$ cat src/rtl/lsu_mem_ctrl.sv
// lsu_mem_ctrl: RV32I load/store initiator for a word-only data memory.
// Sub-word stores use read-modify-write; illegal requests get an error response and never touch memory.
module lsu_mem_ctrl #(
  parameter int unsigned MEM_BYTES = 128
) (
  input  logic        clk,
  input  logic        reset,
  input  logic        req_valid,
  output logic        req_ready,
  input  logic        req_we,
  input  logic [2:0]  req_funct3,
  input  logic [31:0] req_addr,
  input  logic [31:0] req_wdata,
  output logic        resp_valid,
  output logic [31:0] resp_rdata,
  output logic        resp_err,
  output logic        mem_we,
  output logic [31:0] mem_addr,
  output logic [31:0] mem_wdata,
  input  logic [31:0] mem_rdata
);
  localparam logic [1:0] IDLE = 2'd0, RD = 2'd1, WR = 2'd2, RESP = 2'd3;
  logic [1:0]  state_q, state_d;
  logic        we_q, err_q, illegal;
  logic [2:0]  f3_q;
  logic [31:0] addr_q, wdata_q, word_q, merged, lane, shifted, load_v;
  logic [3:0]  be;
  logic [7:0]  b_v;
  logic [15:0] h_v;
  assign illegal = req_funct3 == 3'b011 || req_funct3[2:1] == 2'b11 || (req_we && req_funct3[2])
                || (req_funct3[1:0] == 2'b01 && req_addr[0])
                || (req_funct3 == 3'b010 && req_addr[1:0] != 2'b00)
                || req_addr >= MEM_BYTES;
  assign state_d = state_q == IDLE ? (req_valid ? (illegal ? RESP : RD) : IDLE)
                 : state_q == RD   ? (we_q ? WR : RESP)
                 : state_q == WR   ? RESP : IDLE;
  always_ff @(posedge clk) begin
    if (reset) begin
      state_q <= IDLE;
      we_q    <= 1'b0;
      err_q   <= 1'b0;
      f3_q    <= 3'b0;
      addr_q  <= 32'b0;
      wdata_q <= 32'b0;
      word_q  <= 32'b0;
    end else begin
      state_q <= state_d;
      if (state_q == IDLE && req_valid) begin
        we_q    <= req_we;
        err_q   <= illegal;
        f3_q    <= req_funct3;
        addr_q  <= req_addr;
        wdata_q <= req_wdata;
      end
      if (state_q == RD) word_q <= mem_rdata;
    end
  end
  // Byte enables and replicated store data select the lanes that overwrite the old word
  assign be   = f3_q[1:0] == 2'b00 ? 4'b0001 << addr_q[1:0]
              : f3_q[1:0] == 2'b01 ? (addr_q[1] ? 4'b1100 : 4'b0011) : 4'b1111;
  assign lane = f3_q[1:0] == 2'b00 ? {4{wdata_q[7:0]}}
              : f3_q[1:0] == 2'b01 ? {2{wdata_q[15:0]}} : wdata_q;
  always_comb begin
    merged = word_q;
    for (int i = 0; i < 4; i++) if (be[i]) merged[8*i +: 8] = lane[8*i +: 8];
  end
  assign shifted = word_q >> {addr_q[1:0], 3'b000};
  assign b_v     = shifted[7:0];
  assign h_v     = addr_q[1] ? word_q[31:16] : word_q[15:0];
  assign load_v  = f3_q[1:0] == 2'b00 ? {{24{~f3_q[2] & b_v[7]}}, b_v}
                 : f3_q[1:0] == 2'b01 ? {{16{~f3_q[2] & h_v[15]}}, h_v} : word_q;
  assign req_ready  = state_q == IDLE;
  assign resp_valid = state_q == RESP;
  assign resp_err   = state_q == RESP && err_q;
  assign resp_rdata = (state_q == RESP && !err_q && !we_q) ? load_v : 32'b0;
  assign mem_we     = state_q == WR;
  assign mem_addr   = (state_q == RD || state_q == WR) ? {addr_q[31:2], 2'b00} : 32'b0;
  assign mem_wdata  = state_q == WR ? merged : 32'b0;
endmodule
$ cat config.mk
export PLATFORM = sky130hd
export DESIGN_NAME = lsu_mem_ctrl
export DESIGN_NICKNAME = d
export VERILOG_FILES = /design/src/rtl/lsu_mem_ctrl.sv
export SDC_FILE = /design/constraint.sdc
export NUM_CORES = 1
export LEC_CHECK = 0
export BUFFER_PORTS_ARGS = -buffer_cell sky130_fd_sc_hd__buf_4
export CAP_MARGIN = 20
export CORE_MARGIN = 4
export CORE_UTILIZATION = 50
export CTS_CLUSTER_SIZE = 30
export DETAILED_ROUTE_END_ITERATION = 8
export HOLD_SLACK_MARGIN = 0.02
export PLACE_DENSITY_LB_ADDON = 0.15
export SKIP_CTS_REPAIR_TIMING = 1
export SYNTH_ARGS = -nofsm -noshare
export SYNTH_HDL_FRONTEND = slang
export SYNTH_SLANG_ARGS = --single-unit
$ cat constraint.sdc
create_clock -name clk -period 2 [get_ports clk]
set_clock_uncertainty 0.15 [all_clocks]
set_input_delay 0.1 -clock clk [delete_from_list [all_inputs] [get_ports clk]]
set_output_delay 0.1 -clock clk [all_outputs]
set_load 0.02 [all_outputs]
==> results by group <==
Setup path
  – Crit path kind: reg -> out
  – Worst Path Required: 1750 ps
  – Crit path max-delay cell type: mux4_2
  – CP peak stage delay: 520 ps
  – Top Family by Delay on Critical Path: multiplexers
  – RR Startpoint: state_q[0]$_SDFF_PP0_
  – CP startpoint: addr_q[0]$_SDFFE_PP0P_
  – CP Max Fanout: 6
  – Critical path cell sequence: mux4_2 > nor3b_4 > o311ai_4 > buf_6 > a21oi_2 > buf_4
  – CP endpoint kind: output pin
  – Arrival @ worst endpoint: 2160 ps
  – Critical Path Start Type: flip-flop
  – Crit path buf inv count: 2

Yosys
  – Mux share of post-synthesis cell area: 14.9%
  – Post-Synth Adder-Cell Area: 0.912%
  – Synth Area in Simple Gates: 23.6%
  – Seq/Total Area, Yosys: 37.6%
  – Library cells used by synthesis: 38
  – Yosys top cell by area: dfxtp_1
  – Compound-Gate Fraction of Synth Area: 17.2%
  – Mapped Avg Cell Area: 7.80 µm²
  – Area share of the largest cell type after synthesis: 37.6%
  – YS warnings: 0
  – Yosys reg bits: 103
  – Post-synth design cell area: 5490 µm²
  – EDFF count, synth: 0
  – Post-synth ARST share: 0%
  – Mapped Cells: 704
  – Main combinational cell family by area after synthesis: simple AND/OR/NAND/NOR gates
  – Top cells by area, synth: dfxtp_1, mux2i_1, nand2_1, a21oi_1, and2_1
  – Top FF cell, synth: dfxtp_1
  – XOR/XNOR share of the synthesized area: 0%

Placed design
  – DP HPWL: 13.8 mm
  – Global placement routability congestion: 0.880
  – I/O Buffers: 200
  – Cells after DPL: 1017

STA
  – Final hold violation count: 0
  – Hold WS: 58.4 ps
  – Highest Clock Rate: 0.415 GHz
  – Final worst path period need: 2410 ps
  – Final WS setup: -411 ps
  – Unrepaired setup endpoints after global routing: true
  – Worst slew pin tran: 564 ps
  – Max-slew violations: 0
  – Final Setup Violations: 64
  – Final Cycle Share: 121%
  – Worst slew margin: 62.4%

Finish
  – Layout Area Growth over Synthesis: 62.9%
  – Finished Layout Cells: 1144
  – Most frequent cells in the layout: buf_4, nand2_1, dlygate4sd3_1
  – Final #Nets: 1109
  – Layout cells sized above 1: 32.1%
  – Commonest non-fill, non-tap cell in the layout: buf_4

Outcome
  – Violated checks: setup timing
  – Status: finished, violations left

Flow run
  – Max-cap viol count: 0

Power
  – NetSw: 1890 µW
  – Cell-internal power: 3840 µW
  – Combinational fraction of design power: 32.6%
  – Clock share of power: 25.7%
  – Pwr Total: 5730 µW
  – P_leak: 0.00390 µW
  – Switching Share: 33.0%
  – Pwr/cell area: 640 nW/µm²
  – Sequential share of power: 41.7%
  – IR drop worst, VDD: 0.481 mV

Drt
  – WL final: 21.8 mm
  – DRT Pass-1 Iters: 7
  – Residual DRC: 0
  – Vias per cell: 5.63
  – Post-DRT Antenna Nets: 0
  – Total number of vias: 6436
  – Routed WL per cell: 19.1 µm
  – Initial drt markers: 512

Die
  – Die height: 113 µm
  – Initial Util: 52.2%
  – # IOs: 203
  – Cell Rows: 37
  – Die footprint: 12700 µm²
  – Core area: 10500 µm²
  – Die width: 113 µm

Min path
  – Hold path startpoint: reset
  – HP Class: in -> reg

Clocking
  – Reg clk slew, reported paths: 100 ps
  – CTS root buf: clkbuf_8
  – Num CTS Buffers: 9
  – Bufs on Longest Clock Path: 2
  – TritonCTS clock tree: done
  – CTS sink cnt: 103
  – CTS H-tree depth: 3
  – Worst skew pair latency: 370 ps

GRT
  – GRT Total Usage: 27.5%
  – Number of global-route vias before repair: 5488
  – Largest net degree at the start of global routing: 49
  – Total grt overflow: 0
  – Initial antenna violation count: 0
  – Global-route wire length before repair: 28.3 mm
layout make-up:
cell class	instances	area, µm²
Antenna cell	2	5.00
Clock buffer	11	141
Clock inverter	4	77.6
Fill cell	558	1570
Inverter	19	71.3
Multi-Input combinational cell	525	3380
Sequential cell	103	2070
Tap cell	136	170
Timing Repair Buffer	344	3030
sequential cells by signal, summed over array words and instances (netlist names):
register / cells
f3_q: 3
state_q: 2
wdata_q: 32
we_q: 1
err_q: 1
addr_q: 32
word_q: 32
worst reg2reg max path, delay by kind of cell (launching register included):
family	cells	cell delay, ps
buffers and inverters	2	330
flip-flops	1	390
AND/OR/NAND/NOR	2	380
adder cells (fa/ha/maj)	1	280
AO/OA/AOI/OAI	1	210
cell usage after synthesis, drive strengths merged, types with 4 or more instances:
cell and instances:
clkbuf 33, nor2b 17, nand2b 5, mux2i 65
a22oi 7, nand3 8, nor3 9, o21ai 17
buf 25, and2 32, o211a 16, nor4 5
ha 4, dfxtp 103, nand2 170, a21o 4
a21oi 93, inv 19, mux4 7, a211oi 8
nor2 40
logic make-up (layout without fill, tap and decap cells):
family	after synthesis	after routing
and+or+nand+nor	292	292
buffers and inverters	77	378
AOI/OAI and AO/OA	154	154
muxes	73	73
adders and majority gates	4	4
DFF	103	103
other	1	4
path summary, 6_finish.rpt:
| path | to | slack [ps] | cells past startpoint |
|---|---|---|---|
| min | word_q[14]$_SDFFE_PP0P_ | 60 | 2 |
| max | resp_rdata[21] | -410 | 6 |
| max reg2reg | wdata_q[9]$_SDFFE_PP0P_ | 180 | 6 |
| min reg2reg | addr_q[20]$_SDFFE_PP0P_ | 310 | 2 |
metal layers:
layer	vias up	GRT usage [%]	wire (µm)
li1	2973	-	-
met1	3009	33.2	8170
met2	350	45.2	10800
met3	104	8.61	1740
met4	0	11.9	1160
met5	-	0	0
stage by stage:
step	setup TNS [ps]	area, µm²	setup WS (ps)	util, %
finish	-12030	8940	-411	85.1
global route	-16230	8940	-470	85.1
CTS	-16210	7460	-479	71.0
detailed placement	-659	7250	-60.2	68.9
global placement	0	7250	12.6	68.9
floorplan	0	5490	4.51	-
power groups by stage:
stage	logic (µW)	clock network, µW	registers [µW]
2_1_floorplan	937	0	2360
3_3_place_gp	1460	0	2410
3_5_place_dp	1500	0	2410
4_1_cts	1510	1470	2370
5_1_grt	1990	1560	2400
6_report	1860	1470	2390
Power figures use the tool's default switching activity.
